$ cat config.mk
export PLATFORM = sky130hd
export DESIGN_NAME = keypad_scanner
export DESIGN_NICKNAME = d
export VERILOG_FILES = /design/src/rtl/keypad_pkg.sv /design/src/rtl/keypad_row_sync.sv /design/src/rtl/keypad_scanner.sv
export SDC_FILE = /design/constraint.sdc
export NUM_CORES = 1
export LEC_CHECK = 0
export BUFFER_PORTS_ARGS = -buffer_cell sky130_fd_sc_hd__buf_2
export CORE_ASPECT_RATIO = 0.75
export CORE_MARGIN = 2
export CORE_UTILIZATION = 44
export CTS_BUF_LIST = sky130_fd_sc_hd__clkbuf_8
export CTS_CLUSTER_SIZE = 24
export DETAILED_ROUTE_END_ITERATION = 10
export SKIP_LAST_GASP = 1
export SYNTH_ARGS = -nofsm -noshare
export SYNTH_HDL_FRONTEND = slang
export SYNTH_SLANG_ARGS = --single-unit
$ cat constraint.sdc
create_clock -name clock -period 2.8 [get_ports clock]
set_input_delay 0.28 -clock clock [delete_from_list [all_inputs] [get_ports clock]]
set_output_delay 0.28 -clock clock [all_outputs]
set_load 0.03 [all_outputs]
$ cat src/rtl/keypad_pkg.sv
// Shared types and constants for the 4x4 keypad scanner: FSM states, key map,
// column reset pattern and small decode helpers.
package keypad_pkg;

    typedef enum logic [1:0] {
        SCAN,
        PRESS_DB,
        HELD,
        RELEASE_DB
    } state_t;

    localparam logic [3:0] COL_RESET = 4'b0111;

    // Indexed by {column, row}; column 0 is col bit 3 low, row 0 is row bit 3 low.
    localparam logic [3:0] KEY_MAP [16] = '{
        4'h1, 4'h4, 4'h7, 4'h0,
        4'h2, 4'h5, 4'h8, 4'hF,
        4'h3, 4'h6, 4'h9, 4'hE,
        4'hA, 4'hB, 4'hC, 4'hD
    };

    function automatic logic [1:0] low_index(input logic [3:0] lines);
        logic [1:0] idx;
        idx = 2'd0;
        if (!lines[0])      idx = 2'd3;
        else if (!lines[1]) idx = 2'd2;
        else if (!lines[2]) idx = 2'd1;
        return idx;
    endfunction

    function automatic logic single_low(input logic [3:0] lines);
        return $countones(~lines) == 1;
    endfunction

endpackage

$ cat src/rtl/keypad_row_sync.sv
// Two-flop synchronizer for the asynchronous, active-low keypad row lines.
// Flops reset to all-ones so an idle keypad reads as "no key".
module keypad_row_sync (
    input  logic       clock,
    input  logic       reset,
    input  logic [3:0] row_raw,
    output logic [3:0] row_synced
);

    logic [3:0] meta;

    // NOTE: non-blocking assignments in clocked blocks so both stages shift together.
    always_ff @(posedge clock or posedge reset) begin
        if (reset) begin
            meta       <= 4'hF;
            row_synced <= 4'hF;
        end else begin
            meta       <= row_raw;
            row_synced <= meta;
        end
    end

endmodule

$ cat src/rtl/keypad_scanner.sv
// 4x4 matrix keypad scanner: rotates an active-low column strobe, debounces a
// single-key press and its release, and reports the key as a hex code.
module keypad_scanner
    import keypad_pkg::*;
#(
    parameter int SCAN_DIV        = 100000,
    parameter int DEBOUNCE_CYCLES = 20
) (
    input  logic       clock,
    input  logic       reset,
    input  logic [3:0] row,
    output logic [3:0] col,
    output logic [3:0] key_code,
    output logic       key_valid,
    output logic       key_held
);

    localparam int              DIV_W    = $clog2(SCAN_DIV);
    localparam int              DB_W     = $clog2(DEBOUNCE_CYCLES + 1);
    localparam logic [DIV_W-1:0] DIV_LAST = DIV_W'(SCAN_DIV - 1);
    localparam logic [DB_W-1:0]  DB_LAST  = DB_W'(DEBOUNCE_CYCLES - 1);
    localparam logic [DB_W-1:0]  DB_MAX   = DB_W'(DEBOUNCE_CYCLES);

    logic [3:0]       row_s;
    logic [DIV_W-1:0] div_cnt;
    logic             tick;

    state_t           state, state_next;
    logic [3:0]       col_next;
    logic [DB_W-1:0]  db_cnt, db_next, db_inc;
    logic [3:0]       lat_row, lat_row_next;
    logic [3:0]       lat_idx, lat_idx_next;
    logic [3:0]       code_next;
    logic             valid_next, held_next;
    logic             all_high;

    keypad_row_sync u_row_sync (
        .clock      (clock),
        .reset      (reset),
        .row_raw    (row),
        .row_synced (row_s)
    );

    assign tick = (div_cnt == DIV_LAST);

    always_ff @(posedge clock or posedge reset) begin
        if (reset)     div_cnt <= '0;
        else if (tick) div_cnt <= '0;
        else           div_cnt <= div_cnt + 1'b1;
    end

    always_ff @(posedge clock or posedge reset) begin
        if (reset) begin
            state     <= SCAN;
            col       <= COL_RESET;
            db_cnt    <= '0;
            lat_row   <= 4'hF;
            lat_idx   <= 4'h0;
            key_code  <= 4'h0;
            key_valid <= 1'b0;
            key_held  <= 1'b0;
        end else begin
            state     <= state_next;
            col       <= col_next;
            db_cnt    <= db_next;
            lat_row   <= lat_row_next;
            lat_idx   <= lat_idx_next;
            key_code  <= code_next;
            key_valid <= valid_next;
            key_held  <= held_next;
        end
    end

    // NOTE: every always_comb output is defaulted first so no latch is inferred.
    always_comb begin
        state_next   = state;
        col_next     = col;
        db_next      = db_cnt;
        lat_row_next = lat_row;
        lat_idx_next = lat_idx;
        code_next    = key_code;
        valid_next   = 1'b0;
        held_next    = key_held;
        all_high     = &row_s;
        db_inc       = (db_cnt == DB_MAX) ? db_cnt : db_cnt + 1'b1;

        if (tick) begin
            unique case (state)
                SCAN: begin
                    // Multi-row (ghost) samples fall through and keep rotating.
                    if (single_low(row_s)) begin
                        lat_row_next = row_s;
                        lat_idx_next = {low_index(col), low_index(row_s)};
                        db_next      = '0;
                        state_next   = PRESS_DB;
                    end else begin
                        col_next = {col[0], col[3:1]};
                    end
                end
                PRESS_DB: begin
                    if (row_s == lat_row) begin
                        db_next = db_inc;
                        if (db_cnt == DB_LAST) begin
                            code_next  = KEY_MAP[lat_idx];
                            valid_next = 1'b1;
                            held_next  = 1'b1;
                            state_next = HELD;
                        end
                    end else begin
                        state_next = SCAN;
                        col_next   = {col[0], col[3:1]};
                    end
                end
                HELD: begin
                    if (all_high) begin
                        db_next    = '0;
                        state_next = RELEASE_DB;
                    end
                end
                RELEASE_DB: begin
                    if (!all_high) begin
                        state_next = HELD;
                    end else begin
                        db_next = db_inc;
                        if (db_cnt == DB_LAST) begin
                            held_next  = 1'b0;
                            state_next = SCAN;
                            col_next   = {col[0], col[3:1]};
                        end
                    end
                end
                default: state_next = SCAN;
            endcase
        end
    end

endmodule
==> After elaboration in Yosys (flattened, before gate mapping) <==
Memory sizes are Yosys's and may differ from the RTL's. A register that Yosys moved wholly into a read port is not among the register bits.
Cells that the tools add are included.
{ "word_totals": {"register_bits": 46, "romBits": 64, "out_inout_bits": 10, "n_memories": 1} }
{ "op_classes": {"n_addsub": 5, "n_eq_ne": 18, "n_mux": 34, "bitwise": 2, "reduce_logical": 10} }
{ "mem_list": {"columns": ["memory", "depth", "width", "rd", "rd_clocked_by_memory_dff", "write_ports", "line", "rtl"], "rows": [
  ["(name not given)", 16, 4, 1, 1, 0, "keypad_scanner.sv:104", "code_next = KEY_MAP[lat_idx];"]
]} }
{ "ops": {"columns": ["operator", "count"], "rows": [
  ["2-to-1 mux 5 bit", 5],
  ["2-to-1 mux 2 bit", 10],
  ["one-hot mux 5 bit (4 select lines)", 1],
  ["adder 17 x 1 -> 17 bit, second input constant", 1],
  ["equality test 17 bit, second input constant", 1],
  ["2-to-1 mux 17 bit", 1],
  ["2-to-1 mux 4 bit", 4],
  ["inequality test 2 bit, second input constant", 8],
  ["one-hot mux 4 bit (3 select lines)", 1],
  ["AND reduction 6 bit", 2],
  ["equality test 5 bit, second input constant", 2],
  ["2-to-1 mux 1 bit", 10],
  ["AND reduction 5 bit", 2],
  ["one-hot mux 2 bit (4 select lines)", 1],
  ["AND reduction 4 bit", 2],
  ["inequality test 3 bit, second input constant", 2],
  ["adder 5 x 1 -> 5 bit, second input constant", 1],
  ["NOT 4 -> 5 bit", 1],
  ["adder 1 x 1 -> 2 bit", 2],
  ["equality test 2 bit, second input constant", 2],
  ["equality test 4 bit", 1],
  ["NOT 4 bit", 1],
  ["adder 2 x 2 -> 3 bit", 1],
  ["equality test 3 x 1 -> 1 bit, second input constant", 1],
  ["other kinds (6)", 6]
]} }

==> Longest topological paths before layout <==
{ "logic_depth": {"ltp_word": 6, "depth_mapped": 9} }

==> Modules after synthesis <==
A second synthesis with hierarchy kept.
{ "unflattened": {"cells_unflattened": 217, "area_unflattened_um2": 2428.6} }
{ "modules_own_cells": {"columns": ["mod", "n_inst", "cells_per_inst", "area_each_um2", "seq_area_each_um2"], "rows": [
  ["keypad_scanner", 1, 208, 2214.6, 1059.8],
  ["keypad_row_sync", 1, 9, 214.0, 210.2]
]} }

==> Worst setup path before layout <==
OpenSTA, ideal clock, no wires.
{ "synth_timing": {"path_kind": "reg-to-reg", "startpoint": "reg u_row_sync.row_synced[1]", "endpoint": "reg lat_row[0]", "setup_time_ns": 0.082, "t_arrival_ns": 2.765, "required_ns": 2.718, "path_slack_ns": -0.048, "stages_incl_launch_ff": 9, "path_cell_list": "dfstp_2 fa_1 inv_1 ha_1 ha_1 or4b_1 or3_4 buf_2 mux2_4"} }
{ "synth_via": {"elab_chain_cells": 5} }
{ "synth_lines": {"columns": ["element", "line", "rtl"], "rows": [
  ["start: declaration", "keypad_row_sync.sv:7", "output logic [3:0] row_synced"],
  ["start signal: assignment", "keypad_row_sync.sv:19", "row_synced <= meta;"],
  ["NOT 4 bit", "keypad_pkg.sv:32", "return $countones(~lines) == 1;"],
  ["adder 1 x 1 -> 2 bit (not written as such)", "keypad_pkg.sv:32", null],
  ["adder 2 x 2 -> 3 bit (not written as such)", "keypad_pkg.sv:32", null],
  ["equality test 3 x 1 -> 1 bit", "keypad_pkg.sv:32", null],
  ["AND reduction 3 bit (no line)", null, null],
  ["end signal: assignment", "keypad_scanner.sv:66", "lat_row <= lat_row_next;"],
  ["end: declaration", "keypad_scanner.sv:31", "logic [3:0] lat_row, lat_row_next;"]
]} }
No other way between the ends.
A chain may end at the register's enable or synchronous reset.

==> Worst setup path after layout <==
{ "layout_timing": {"startpoint": "reg u_row_sync.row_synced[1]", "endpoint": "reg lat_row[2]"} }
Same word-level chain as after synthesis.

==> impl_metrics.env <==
export IMPL_numCtsBuffers=5
export IMPL_diodes=0
export IMPL_cp_max_fo=12
export IMPL_die_area_um2=6320
export IMPL_critPathArrivalTime_ns=2.95
export IMPL_pwr_density_cell_nw_per_um2=490
export IMPL_final_nets=264
export IMPL_cts_hold_buffers=0
export IMPL_tritoncts="yes"
export IMPL_tns_ns=0
export IMPL_clock_root_buffer="clkbuf_8"
export IMPL_maxCapViolations=0
export IMPL_boundaryPins=16
export IMPL_worstMarginPinSlew_ns=1.01
export IMPL_met2_usage_pct=22.0
export IMPL_initial_core_util_pct=46.3
export IMPL_ir_drop_mv=0.293
export IMPL_clk_pin_slew_ns=0.09
export IMPL_syn_num_nets=239
export IMPL_top_usage_layer="met1"
export IMPL_hold_viol=0
export IMPL_hpwl_um=3100
export IMPL_vias=1677
export IMPL_numPlacedInstances=315
export IMPL_cp_data_required_time_ns=3.03
export IMPL_setup_violations=0
export IMPL_grt_use_met1_pct=23.3
export IMPL_cts_max_path_buffers=2
export IMPL_firstDrtPassIters=4
export IMPL_skew_ns=0.00743
export IMPL_fillers=497
export IMPL_syn_instance_count=222
export IMPL_fp_row_count=23
export IMPL_utilization_pct=53.3
export IMPL_grt_ovfl_total=0
export IMPL_die_h_um=69.3
export IMPL_grt_pass1_wl_um=7940
export IMPL_synth_edf_count=0
export IMPL_syn_to_final_growth_pct=15.0
export IMPL_min_period_over_period_pct=96.9
export IMPL_crit_path_start_kind="register"
export IMPL_avgSynthCellArea_um2=11.3
export IMPL_grt_max_degree=49
export IMPL_die_w_um=91.1
export IMPL_power_leakage_nw=1.32
export IMPL_syn_cell_area_um2=2500
export IMPL_drv_slew=0
export IMPL_drive_gt1_share_pct=24.2
export IMPL_wl_per_cell_um=13.6
export IMPL_cts_post_setup_buffers_inserted=0
export IMPL_finalCriticalPeriod_ns=2.71
export IMPL_drtIter0Drc=89
export IMPL_end_kind="register"
export IMPL_synth_ff_type="dfrtp_1"
export IMPL_final_cell_mix="dfrtp_1, nand2_1, dfstp_2, buf_2"
export IMPL_routed_wl_um=4380
export IMPL_gp_congestion=0.751
export IMPL_clock_sinks=50
export IMPL_hold_path_class="in2reg"
export IMPL_fmax_mhz=368
export IMPL_slew_headroom_pct=32.8
export IMPL_synth_distinct_cells=52
export IMPL_rsz0062_at_grt="no"
export IMPL_ant_nets=0
export IMPL_grt_pass1_vias=1705
export IMPL_ys_async_sr_fraction_pct=100
export IMPL_seq_area_frac_synth_pct=50.7
export IMPL_final_common_cell="dfrtp_1"
export IMPL_vias_per_cell=5.19
export IMPL_crit_type="reg2reg"
export IMPL_clk_insertion_delay_late_ns=0.30
export IMPL_ys_warn_count=0
export IMPL_h_tree_depth=2
export IMPL_io_buffers=15
export IMPL_drc=0
export IMPL_fin_cells=323
export IMPL_track_usage_pct=15.4
export IMPL_core_um2=5410
export IMPL_grtUsageMet3_pct=3.59
export IMPL_ys_ff_latch=50
export IMPL_status="completed"
export IMPL_antenna_found_initial=0
[area by class of cell]
cell class | instances | area [µm²] | share of cell area [%]
Sequential cell | 50 | 1270 | 44.1
Clock inverter | 2 | 60.1 | 2.08
Clock buffer | 6 | 82.6 | 2.87
Multi-Input combinational cell | 152 | 1180 | 41.1
Timing Repair Buffer | 23 | 135 | 4.69
Tap cell | 75 | 93.8 | 3.26
Inverter | 15 | 56.3 | 1.95
[state kept, by name, summed over array words and instances (netlist names)]
name and cells:
db_cnt 5, key_code 4, u_row_sync.meta 4, col 4, key_held 1, state 2, key_valid 1, u_row_sync.row_synced 4
div_cnt 17, lat_row 4, lat_idx 4
[worst paths after layout]
| path | end | startpoint | slack [ns] | depth (start not counted) |
|---|---|---|---|---|
| min in group asynchronous | col[3] | reset | 0.19 | 2 |
| max in group asynchronous | col[1] | reset | 1.88 | 3 |
| worst min register to register | u_row_sync.row_synced[2] | u_row_sync.meta[2] | 0.36 | 0 |
| worst max-delay path | lat_row[2] | u_row_sync.row_synced[1] | 0.09 | 7 |
| worst max register to register | lat_row[2] | u_row_sync.row_synced[1] | 0.09 | 7 |
| worst min-delay path | u_row_sync.meta[2] | row[2] | 0.07 | 1 |
[cell usage after synthesis, types with 5 or more instances]
cell type,count,area [µm²]
dfrtp_1,35,876
dfstp_2,15,394
inv_1,15,56.3
nand2_1,15,56.3
nor2_1,14,52.6
nand3_1,12,60.1
xnor2_1,11,96.3
ha_1,10,125
xor2_1,9,78.8
mux2_1,8,90.1
a21oi_1,6,30.0
nand4_1,6,37.5
a21o_1,5,37.5
[stage by stage]
stage          total power, mW  setup slack [ns]  hold slack (ns)  cell area [µm²]
3_5_place_dp             0.806            0.0306            0.347             2720
2_1_floorplan            0.788           0.00329            0.284             2510
3_3_place_gp             0.807            0.0370            0.347             2720
5_1_grt                   1.48          0.000818           0.0493             2880
6_report                  1.41            0.0858           0.0695             2880
4_1_cts                   1.43           0.00633           0.0568             2860
[kinds of logic (layout without fill, tap and decap cells)]
family	after synthesis	count (layout)	share of synthesized area [%]
AOI/OAI and AO/OA	29	29	7.69
DFF	50	50	50.7
adders and majority gates	12	12	6.19
muxes	13	13	6.49
xor gates and xnor gates	20	20	6.99
buffers and inverters	20	46	3.05
and+or+nand+nor	78	78	18.9
[where the power goes]
| group | switching, mW | internal [mW] |
|---|---|---|
| Sequential | 0.00360 | 0.733 |
| Clock | 0.234 | 0.381 |
| Combinational | 0.0335 | 0.0264 |
| Total | 0.271 | 1.14 |
[repair_timing]
item                                   in CTS  in global routing
gates resized for setup                     0                  3
endpoints found under the hold margin       0                  0
setup endpoints to repair                   0                  8
[worst max-delay path, stage by stage, from the launching register on]
cell and delay, ns:
dfstp_2 0.55, fa_1 0.41, inv_1 0.07, ha_2 0.18, ha_4 0.20, or4b_4 0.49
or3_4 0.43, mux2_1 0.33
[metal layers]
layer	vias to the layer above	share of wire (%)	wire (µm)
met5	-	0	0
met4	0	0.69	30
met3	4	3.5	152
met2	26	40	1770
met1	812	55	2430
li1	835	-	-
Power figures use the tool's default switching activity.
